==> src/rtl/rtc_bus_writer_if.sv <==
// Handshake and multiplexed AD-bus signals for the RTC write-side master.
// The master modport is the writer; the slave modport is the requester/bus side.
interface rtc_bus_writer_if;
  logic       start;
  logic [8:0] wmask;
  logic [7:0] hora;
  logic [7:0] min;
  logic [7:0] seg;
  logic [7:0] dia;
  logic [7:0] mes;
  logic [7:0] year;
  logic [7:0] horacrono;
  logic [7:0] mincrono;
  logic [7:0] segcrono;
  logic       AmPm;
  logic [7:0] ADout;
  logic       bus_oe;
  logic       ctrl_oe;
  logic       ad;
  logic       wr;
  logic       rd;
  logic       cs;
  logic       busy;
  logic       done;

  modport master (
    input  start, wmask, hora, min, seg, dia, mes, year,
           horacrono, mincrono, segcrono, AmPm,
    output ADout, bus_oe, ctrl_oe, ad, wr, rd, cs, busy, done
  );

  modport slave (
    output start, wmask, hora, min, seg, dia, mes, year,
           horacrono, mincrono, segcrono, AmPm,
    input  ADout, bus_oe, ctrl_oe, ad, wr, rd, cs, busy, done
  );
endinterface

==> src/rtl/rtc_bus_writer.sv <==
// Write-side master for the multiplexed address/data RTC bus: snapshots the
// time/date/chrono fields on start and writes each selected one, then an optional commit.
module rtc_bus_writer #(
  parameter bit         COMMIT_EN   = 1'b1,
  parameter logic [7:0] COMMIT_ADDR = 8'hF1,
  parameter logic [7:0] COMMIT_DATA = 8'h00
) (
  input  logic             clock,
  input  logic             reset,
  rtc_bus_writer_if.master bus
);

  typedef enum logic [2:0] {S_IDLE, S_SEL, S_XFER, S_COMMIT, S_DONE} state_t;

  state_t     state_q, state_d;
  logic [3:0] idx_q, idx_d;
  logic [5:0] cont_q, cont_d;
  logic       wrote_q, wrote_d;
  logic [8:0] mask_q, mask_d;
  logic [7:0] snap_q [9];
  logic [7:0] snap_d [9];
  logic [7:0] adout_q, adout_d;
  logic       bus_oe_q, bus_oe_d;
  logic       ctrl_oe_q, ctrl_oe_d;
  logic       ad_q, ad_d, wr_q, wr_d, rd_q, rd_d, cs_q, cs_d;
  logic       busy_q, busy_d;
  logic       done_q, done_d;
  logic [7:0] cur_addr, cur_data;

  // Register address and data byte for the write currently in flight.
  always_comb begin
    cur_addr = 8'h00;
    cur_data = 8'h00;
    if (state_q == S_COMMIT) begin
      cur_addr = COMMIT_ADDR;
      cur_data = COMMIT_DATA;
    end else begin
      case (idx_q)
        4'd0: cur_addr = 8'h26;
        4'd1: cur_addr = 8'h25;
        4'd2: cur_addr = 8'h24;
        4'd3: cur_addr = 8'h23;
        4'd4: cur_addr = 8'h22;
        4'd5: cur_addr = 8'h21;
        4'd6: cur_addr = 8'h43;
        4'd7: cur_addr = 8'h42;
        4'd8: cur_addr = 8'h41;
        default: cur_addr = 8'h00;
      endcase
      if (idx_q <= 4'd8) cur_data = snap_q[idx_q];
    end
  end

  always_comb begin
    state_d   = state_q;
    idx_d     = idx_q;
    cont_d    = cont_q;
    wrote_d   = wrote_q;
    mask_d    = mask_q;
    snap_d    = snap_q;
    adout_d   = adout_q;
    bus_oe_d  = bus_oe_q;
    ctrl_oe_d = ctrl_oe_q;
    ad_d      = ad_q;
    wr_d      = wr_q;
    rd_d      = rd_q;
    cs_d      = cs_q;
    busy_d    = busy_q;
    done_d    = 1'b0;
    case (state_q)
      S_IDLE: begin
        if (bus.start) begin
          // The hour byte carries AmPm in bit 7 in place of hora[7].
          snap_d[0] = bus.year;
          snap_d[1] = bus.mes;
          snap_d[2] = bus.dia;
          snap_d[3] = {bus.AmPm, bus.hora[6:0]};
          snap_d[4] = bus.min;
          snap_d[5] = bus.seg;
          snap_d[6] = bus.horacrono;
          snap_d[7] = bus.mincrono;
          snap_d[8] = bus.segcrono;
          mask_d    = bus.wmask;
          wrote_d   = 1'b0;
          idx_d     = 4'd0;
          busy_d    = 1'b1;
          ctrl_oe_d = 1'b1;
          state_d   = S_SEL;
        end
      end
      S_SEL: begin
        if (idx_q <= 4'd8) begin
          if (mask_q[idx_q]) begin
            cont_d  = 6'd0;
            state_d = S_XFER;
          end else begin
            idx_d = idx_q + 4'd1;
          end
        end else if (COMMIT_EN && wrote_q) begin
          cont_d  = 6'd0;
          state_d = S_COMMIT;
        end else begin
          done_d  = 1'b1;
          state_d = S_DONE;
        end
      end
      S_XFER, S_COMMIT: begin
        cont_d = cont_q + 6'd1;
        case (cont_q)
          6'd0: begin
            ad_d     = 1'b1;
            wr_d     = 1'b1;
            rd_d     = 1'b1;
            cs_d     = 1'b1;
            bus_oe_d = 1'b0;
          end
          6'd1:  ad_d = 1'b0;
          6'd2:  cs_d = 1'b0;
          6'd3:  wr_d = 1'b0;
          6'd5: begin
            adout_d  = cur_addr;
            bus_oe_d = 1'b1;
          end
          6'd8:  wr_d = 1'b1;
          6'd9:  cs_d = 1'b1;
          6'd10: ad_d = 1'b1;
          6'd12: bus_oe_d = 1'b0;
          6'd15: cs_d = 1'b0;
          6'd16: wr_d = 1'b0;
          6'd17: begin
            adout_d  = cur_data;
            bus_oe_d = 1'b1;
          end
          6'd21: wr_d = 1'b1;
          6'd22: cs_d = 1'b1;
          6'd24: begin
            bus_oe_d = 1'b0;
            adout_d  = 8'h00;
          end
          6'd31: begin
            cont_d = 6'd0;
            if (state_q == S_XFER) begin
              wrote_d = 1'b1;
              idx_d   = idx_q + 4'd1;
              state_d = S_SEL;
            end else begin
              done_d  = 1'b1;
              state_d = S_DONE;
            end
          end
          default: ;
        endcase
      end
      S_DONE: begin
        busy_d    = 1'b0;
        ctrl_oe_d = 1'b0;
        state_d   = S_IDLE;
      end
      default: state_d = S_IDLE;
    endcase
  end

  always_ff @(posedge clock or posedge reset) begin
    if (reset) begin
      state_q   <= S_IDLE;
      idx_q     <= 4'd0;
      cont_q    <= 6'd0;
      wrote_q   <= 1'b0;
      mask_q    <= 9'd0;
      snap_q    <= '{default: 8'h00};
      adout_q   <= 8'h00;
      bus_oe_q  <= 1'b0;
      ctrl_oe_q <= 1'b0;
      ad_q      <= 1'b1;
      wr_q      <= 1'b1;
      rd_q      <= 1'b1;
      cs_q      <= 1'b1;
      busy_q    <= 1'b0;
      done_q    <= 1'b0;
    end else begin
      state_q   <= state_d;
      idx_q     <= idx_d;
      cont_q    <= cont_d;
      wrote_q   <= wrote_d;
      mask_q    <= mask_d;
      snap_q    <= snap_d;
      adout_q   <= adout_d;
      bus_oe_q  <= bus_oe_d;
      ctrl_oe_q <= ctrl_oe_d;
      ad_q      <= ad_d;
      wr_q      <= wr_d;
      rd_q      <= rd_d;
      cs_q      <= cs_d;
      busy_q    <= busy_d;
      done_q    <= done_d;
    end
  end

  assign bus.ADout   = adout_q;
  assign bus.bus_oe  = bus_oe_q;
  assign bus.ctrl_oe = ctrl_oe_q;
  assign bus.ad      = ad_q;
  assign bus.wr      = wr_q;
  assign bus.rd      = rd_q;
  assign bus.cs      = cs_q;
  assign bus.busy    = busy_q;
  assign bus.done    = done_q;

endmodule

==> src/flat_wrapper.sv <==
// flat-port wrapper written by rule: the top's interface ports become plain ports
module rtc_bus_writer_flat 
#(
  parameter bit         COMMIT_EN   = 1'b1,
  parameter logic [7:0] COMMIT_ADDR = 8'hF1,
  parameter logic [7:0] COMMIT_DATA = 8'h00
)
  (clock, reset, bus_start, bus_wmask, bus_hora, bus_min, bus_seg, bus_dia, bus_mes, bus_year, bus_horacrono, bus_mincrono, bus_segcrono, bus_AmPm, bus_ADout, bus_bus_oe, bus_ctrl_oe, bus_ad, bus_wr, bus_rd, bus_cs, bus_busy, bus_done);
  rtc_bus_writer_if bus_i ();
  input  logic clock;
  input  logic reset;
  input wire logic [$bits(bus_i.start)-1:0] bus_start;
  input wire logic [$bits(bus_i.wmask)-1:0] bus_wmask;
  input wire logic [$bits(bus_i.hora)-1:0] bus_hora;
  input wire logic [$bits(bus_i.min)-1:0] bus_min;
  input wire logic [$bits(bus_i.seg)-1:0] bus_seg;
  input wire logic [$bits(bus_i.dia)-1:0] bus_dia;
  input wire logic [$bits(bus_i.mes)-1:0] bus_mes;
  input wire logic [$bits(bus_i.year)-1:0] bus_year;
  input wire logic [$bits(bus_i.horacrono)-1:0] bus_horacrono;
  input wire logic [$bits(bus_i.mincrono)-1:0] bus_mincrono;
  input wire logic [$bits(bus_i.segcrono)-1:0] bus_segcrono;
  input wire logic [$bits(bus_i.AmPm)-1:0] bus_AmPm;
  output wire logic [$bits(bus_i.ADout)-1:0] bus_ADout;
  output wire logic [$bits(bus_i.bus_oe)-1:0] bus_bus_oe;
  output wire logic [$bits(bus_i.ctrl_oe)-1:0] bus_ctrl_oe;
  output wire logic [$bits(bus_i.ad)-1:0] bus_ad;
  output wire logic [$bits(bus_i.wr)-1:0] bus_wr;
  output wire logic [$bits(bus_i.rd)-1:0] bus_rd;
  output wire logic [$bits(bus_i.cs)-1:0] bus_cs;
  output wire logic [$bits(bus_i.busy)-1:0] bus_busy;
  output wire logic [$bits(bus_i.done)-1:0] bus_done;
  assign bus_i.start = bus_start;
  assign bus_i.wmask = bus_wmask;
  assign bus_i.hora = bus_hora;
  assign bus_i.min = bus_min;
  assign bus_i.seg = bus_seg;
  assign bus_i.dia = bus_dia;
  assign bus_i.mes = bus_mes;
  assign bus_i.year = bus_year;
  assign bus_i.horacrono = bus_horacrono;
  assign bus_i.mincrono = bus_mincrono;
  assign bus_i.segcrono = bus_segcrono;
  assign bus_i.AmPm = bus_AmPm;
  assign bus_ADout = bus_i.ADout;
  assign bus_bus_oe = bus_i.bus_oe;
  assign bus_ctrl_oe = bus_i.ctrl_oe;
  assign bus_ad = bus_i.ad;
  assign bus_wr = bus_i.wr;
  assign bus_rd = bus_i.rd;
  assign bus_cs = bus_i.cs;
  assign bus_busy = bus_i.busy;
  assign bus_done = bus_i.done;
  rtc_bus_writer #(.COMMIT_EN(COMMIT_EN), .COMMIT_ADDR(COMMIT_ADDR), .COMMIT_DATA(COMMIT_DATA)) u_core (.clock(clock), .reset(reset), .bus(bus_i));
endmodule
==> config.mk <==
export PLATFORM = sky130hd
export DESIGN_NAME = rtc_bus_writer_flat
export DESIGN_NICKNAME = d
export VERILOG_FILES = /design/src/rtl/rtc_bus_writer_if.sv /design/src/rtl/rtc_bus_writer.sv /design/src/flat_wrapper.sv
export SDC_FILE = /design/constraint.sdc
export NUM_CORES = 1
export LEC_CHECK = 0
export ABC_AREA = 1
export BUFFER_PORTS_ARGS = -buffer_cell sky130_fd_sc_hd__buf_2
export CAP_MARGIN = 20
export CORE_UTILIZATION = 35
export DETAILED_ROUTE_END_ITERATION = 7
export PLACE_DENSITY = 0.62
export SYNTH_ARGS = -nofsm -noshare
export SYNTH_HDL_FRONTEND = slang
export SYNTH_SLANG_ARGS = --single-unit
==> constraint.sdc <==
create_clock -name clock -period 4.7 [get_ports clock]
set_input_delay 0.235 -clock clock [delete_from_list [all_inputs] [get_ports clock]]
set_output_delay 0.235 -clock clock [all_outputs]
set_load 0.05 [all_outputs]
=== Word-level counts from Yosys, hierarchy flattened ===
Memories as Yosys holds them, arrays and structs flattened.
Cells that the tools add are included.

* Bitwise operators: 1
* $add $sub $neg: 2
* Mux-type cells: 42
* Equal/unequal tests: 26
* Magnitude comparators: 3
* Reduce and logical (&&, ||, !) cells: 30

{| class="wikitable"
|+ Operators with widths
! operator !! count
|-
| $mux W8 || 5
|-
| $eq A6 B5 Y1 const B || 6
|-
| $bmux W8 S4 || 1
|-
| $eq A6 B4 Y1 const B || 5
|-
| $mux W6 || 4
|-
| $pmux W8 S3 || 1
|-
| $mux W4 || 5
|-
| $mux W3 || 6
|-
| $pmux W1 S2 || 7
|-
| $reduce_and A2 Y1 || 7
|-
| $reduce_bool A2 Y1 || 7
|-
| $eq A6 B2 Y1 const B || 2
|-
| $pmux W4 S3 || 1
|-
| $pmux W6 S2 || 1
|-
| $reduce_or A2 Y1 || 5
|-
| $mux W1 || 9
|-
| $pmux W3 S3 || 1
|-
| $reduce_or A3 Y1 || 3
|-
| $add A6 B1 Y6 const B || 1
|-
| $eq A3 B2 Y1 const B || 2
|-
| $eq A6 B1 Y1 const B || 1
|-
| $eq A6 B3 Y1 const B || 1
|-
| $logic_not A6 Y1 || 1
|-
| $ne A2 B1 Y1 const B || 3
|-
| other kinds (16) || 19
|}

* Bits of input ports: 85
* Output and inout port bits: 16
* Memory bits (read-only): 80
* Register bits after elaboration: 109
* Memories: 1

{| class="wikitable"
|+ Memories
! memory !! depth !! width !! read ports !! clocked after Yosys merged registers in !! wr ports !! RTL line !! source
|-
| (name not given) || 16 || 5 || 1 || 0 || 0 || rtc_bus_writer.sv:38 || <nowiki>case (idx_q)</nowiki>
|}

=== Depth between registers and ports, before layout ===
* Depth after elaboration: 7
* Depth in mapped cells: 11
* Depth with buffers taken out: 10

=== Worst setup path before layout ===
Ideal clock, no wire load.

* Path kind: register -> register
* Start point: register u_core.idx_q[0]
* End point: register u_core.idx_q[1]
* Data arrival time: 1711 ps
* Required time: 4583 ps
* Stages on the path, launching flop included: 12
* Slack: 2872 ps
* Clock period less this slack: 1828 ps
* Cell sequence: dfrtp_1 > inv_1 > buf_2 > buf_2 > ha_1 > a21oi_4 > nand2_1 > nand2_1 > nor2_4 > nand2_2 > nand2_1 > nand2_1

* Longest elaborated chain between the ends: 4
* Elaborated cells between the ends (all ways): 12

{| class="wikitable"
|+ RTL lines
! element !! RTL line !! source
|-
| start: declaration || rtc_bus_writer.sv:16 || <nowiki>logic [3:0] idx_q, idx_d;</nowiki>
|-
| start signal: assignment || rtc_bus_writer.sv:182 || <nowiki>idx_q <= idx_d;</nowiki>
|-
| $add A4 B1 Y4 / $bmux W1 S4 (equally long branches) || rtc_bus_writer.sv:97, rtc_bus_writer.sv:144, rtc_bus_writer.sv:93 ||
|-
| $mux W4, or another cell as far along || rtc_bus_writer.sv:142 || <nowiki>if (state_q == S_XFER) begin</nowiki>
|-
| $mux W4, or another cell as far along || rtc_bus_writer.sv:109 || <nowiki>case (cont_q)</nowiki>
|-
| $pmux W4 S3 / $reduce_and A6 Y1 (equally long branches) || n/a ||
|}

Parallel ways exist; a longest one is shown, timed or not. The select of a mux whose other input is x is not followed.
A chain may end at the register's enable or synchronous reset.

=== Worst setup path after layout ===
* Start point: register u_core.idx_q[2]
* End point: register u_core.cont_q[1]

* Longest elaborated chain between the ends: 4
* Elaborated cells between the ends (all ways): 8

{| class="wikitable"
|+ RTL lines
! element !! RTL line !! source
|-
| $bmux W1 S4 || rtc_bus_writer.sv:93 || <nowiki>if (mask_q[idx_q]) begin</nowiki>
|-
| $mux W1 (implied by the code) || rtc_bus_writer.sv:93 ||
|-
| $ne A3 B3 Y1 (no source line) || n/a ||
|-
| $reduce_and A3 Y1 (no source line) || n/a ||
|-
| end signal: assignment || rtc_bus_writer.sv:183 || <nowiki>cont_q <= cont_d;</nowiki>
|-
| end: declaration || rtc_bus_writer.sv:17 || <nowiki>logic [5:0] cont_q, cont_d;</nowiki>
|}

Parallel ways exist; a longest one is shown, timed or not. The select of a mux whose other input is x is not followed.

==> impl_metrics.csv <==
group,metric,value,unit
clock_tree,cts.sink_count,109,
floorplanning,fp.dieH,128,um
sta,worst_slew_pin_slew,1.03,ns
drt,wl_per_cell,13.4,um
sta,relSlewSlack,31.6,%
pwr,p_leak,3.45,nW
sta,period_share,45.0,%
drt,wirelength,14000,um
worst_setup_path,path_buf_inv,0,
yosys,yosysUniqueCellTypes,37,
pwr,finalPower,4.32,mW
worst_setup_path,cp.arrival,2.37,ns
outcome,status,"finished, final reports clean",
yosys,netlist_area,5570,um^2
worst_setup_path,cp-start-kind,"flip-flop",
yosys,yosysWarnings,0,
floorplanning,core,15400,um^2
job,drv_cap,0,
layout,final_common_cell,"nand2_1",
worst_setup_path,worst_path_largest_cell_delay,0.75,ns
clock_tree,h-tree-depth,3,
drt,dr_total_vias,4865,
pwr,pwr-share-clk,17.5,%
floorplanning,die_x,128,um
sta,hold_slack,0.0607,ns
clock_tree,clockBufferDepth,2,
global_route,grt_pass1_vias,4647,
global_route,track_usage,18.3,%
drt,drtAntennaViolNets,0,
sta,final-max-slew-violation-count,0,
worst_setup_path,crit_path_frequent_cell,"nand2_1",
yosys,syn_inst,743,
floorplanning,rows,45,
placed_design,port_buffers,98,
yosys,syn_area_per_cell,7.49,um^2
clock_tree,cts.clk_slew.worst_paths,0.08,ns
worst_setup_path,path_depth,6,
worst_setup_path,critPathCaptureType,"flip-flop",
placed_design,place_congestion,0.851,
sta,finalHoldViolCount,0,
clock_tree,insertion_delay,0.36,ns
placed_design,placed_cell_area,6200,um^2
layout,drive_gt1_share,18.3,%
min_path,hold_class,"primary input to async pin",
pwr,p_switching,1.93,mW
pwr,pwr-share-seq,37.0,%
yosys,ys_ff_latch,109,
worst_setup_path,critPathMaxFanout,11,
clock_tree,cts_tree,"yes",
drt,drt_pre_antenna_iters,5,
worst_setup_path,cp_top_family,"simple AND/OR/NAND/NOR gates",
worst_setup_path,cp_cell_sequence,"nor2_1 > nand3_1 > nand4_1 > nand2_1 > nand2_1 > nand2_1",
layout,area_delta_synth_final,17.1,%
clock_tree,clockRootBuffer,"clkbuf_16",
pwr,peakVddDrop,0.000280,V
sta,skew,0.00869,ns
drt,initialDrtViolationCount,268,
placed_design,dp_hpwl,9450,um
worst_setup_path,reg2reg_depth,6,
floorplanning,die_area,16400,um^2
sta,rsz0062_at_grt,"no",
sta,fmax,0.472,GHz
yosys,syn-num-nets,836,
drt,drc,0,
clock_tree,cts_hold_repair.buffers,0,
layout,mostFrequentLayoutCells,"nand2_1, dfrtp_1, buf_2",
global_route,grt_first_pass_wirelength,23100,um
worst_setup_path,required,4.95,ns
drt,via_per_inst,4.68,
sta,setup_viol,0,
yosys,synth_top_area_cell,"dfrtp_1",
global_route,grt_max_degree,105,
yosys,yosysTopAreaCellShare,47.7,%
clock_tree,post_cts_resized,0,
worst_setup_path,timing.setup.critical_path_class,"flip-flop to flip-flop",
pwr,swShare,44.7,%
clock_tree,cts_setup_buffers,0,
yosys,synth-seq-area-share,49.1,%
global_route,grt_overflow,0,
floorplanning,start_util,36.2,%
pwr,combPwrFrac,45.5,%
worst_setup_path,rrSetupSlack,2.58,ns
sta,tns,0,ns
layout,nets,917,
worst_setup_path,slowest_stage,"nor2_1",
sta,fin_crit,2.12,ns
floorplanning,ioPinCount,101,
clock_tree,cts_buffers,9,
pwr,power_density,663,nW/um^2
yosys,synth_top_cells_by_area,"dfrtp_1, nand2_1, nand3_1, o21ai_0, inv_1",
pwr,power.internal,2.39,mW
global_route,antenna_found_initial,0,
layout,design_area,6520,um^2
layout,antennaDiodeCount,0,
## synth_stat cells (all sizes together)
| library cell | instances |
|---|---|
| a21oi | 20 |
| a22o | 1 |
| a31oi | 1 |
| a32o | 2 |
| a32oi | 1 |
| and2 | 1 |
| buf | 25 |
| clkbuf | 8 |
| conb | 1 |
| dfrtp | 106 |
| dfstp | 3 |
| ha | 8 |
| inv | 57 |
| nand2 | 341 |
| nand3 | 64 |
| nand3b | 2 |
| nand4 | 3 |
| nor2 | 42 |
| nor3 | 1 |
| nor3b | 1 |
| nor4 | 1 |
| o211ai | 2 |
| o21ai | 47 |
| o22ai | 4 |
| o2bb2ai | 1 |
## through the flow
step,std cells,util [%],worst slack [ns]
floorplan,743,-,1.60
detailed placement,1023,40.3,2.28
CTS,1039,42.2,2.27
global route,1040,42.4,2.35
finish,1040,42.4,2.58
global placement,1023,40.3,2.33
## area by class of cell
class | count | area (um^2)
clock buffer | 11 | 253
clock inverter | 5 | 40.0
fill | 1652 | 8850
inverter | 57 | 219
multi-input combinational | 544 | 2460
sequential | 109 | 2730
tap | 211 | 264
timing repair buffer | 103 | 548
## cells by family (layout without fill, tap and decap cells)
| kind of cell | after synthesis | count (layout) | share of synthesized area [%] |
|---|---|---|---|
| AND/OR/NAND/NOR | 456 | 456 | 34.3 |
| other | 1 | 1 | 0.0674 |
| adder cells (fa/ha/maj) | 8 | 8 | 1.80 |
| flip-flops | 109 | 109 | 49.1 |
| AO/OA/AOI/OAI | 79 | 79 | 7.98 |
| buffers and inverters | 90 | 176 | 6.74 |
## flip-flops by register name (all words and copies together), names as in the netlist
signal and flops:
u_core.snap_q 72, u_core.mask_q 9, u_core.bus.ADout 8, u_core.cont_q 6, u_core.idx_q 4, u_core.state_q 3
u_core.bus.ad 1, u_core.bus.bus_oe 1, u_core.bus.busy 1, u_core.bus.cs 1, u_core.bus.done 1, u_core.bus.wr 1
u_core.wrote_q 1
## worst reg2reg max path, stage by stage, from the launching register on
cell and delay, ns:
dfrtp_1 0.48, nor2_1 0.75, nand3_1 0.21, nand4_1 0.21, nand2_1 0.20, nand2_1 0.12
nand2_1 0.05
## routing by layer
| metal | track usage, % | vias up | wire (um) |
|---|---|---|---|
| met2 | 29.0 | 110 | 6470 |
| met1 | 25.4 | 2246 | 6720 |
| met4 | 5.19 | 0 | 129 |
| li1 | - | 2502 | - |
| met5 | 0 | - | 0 |
| met3 | 3.84 | 7 | 646 |
## final timing paths
kind | from | endpoint
worst max-delay path | u_core.idx_q[2] | u_core.cont_q[1]
worst min-delay path | reset | u_core.mask_q[7]
worst max register to register | u_core.idx_q[2] | u_core.cont_q[1]
worst min register to register | u_core.snap_q[32] | u_core.snap_q[32]
max in group asynchronous | reset | u_core.snap_q[41]
min in group clock | bus_year[1] | u_core.snap_q[65]
## power groups by stage
stage               clock network [mW]  registers (mW)  logic [mW]
floorplan                            0            1.71        1.35
global placement                     0            1.60        1.94
detailed placement                   0            1.61        1.96
CTS                              0.771            1.60        1.97
global route                     0.806            1.65        2.24
finish                           0.754            1.60        1.97
Power figures use the tool's default switching activity.
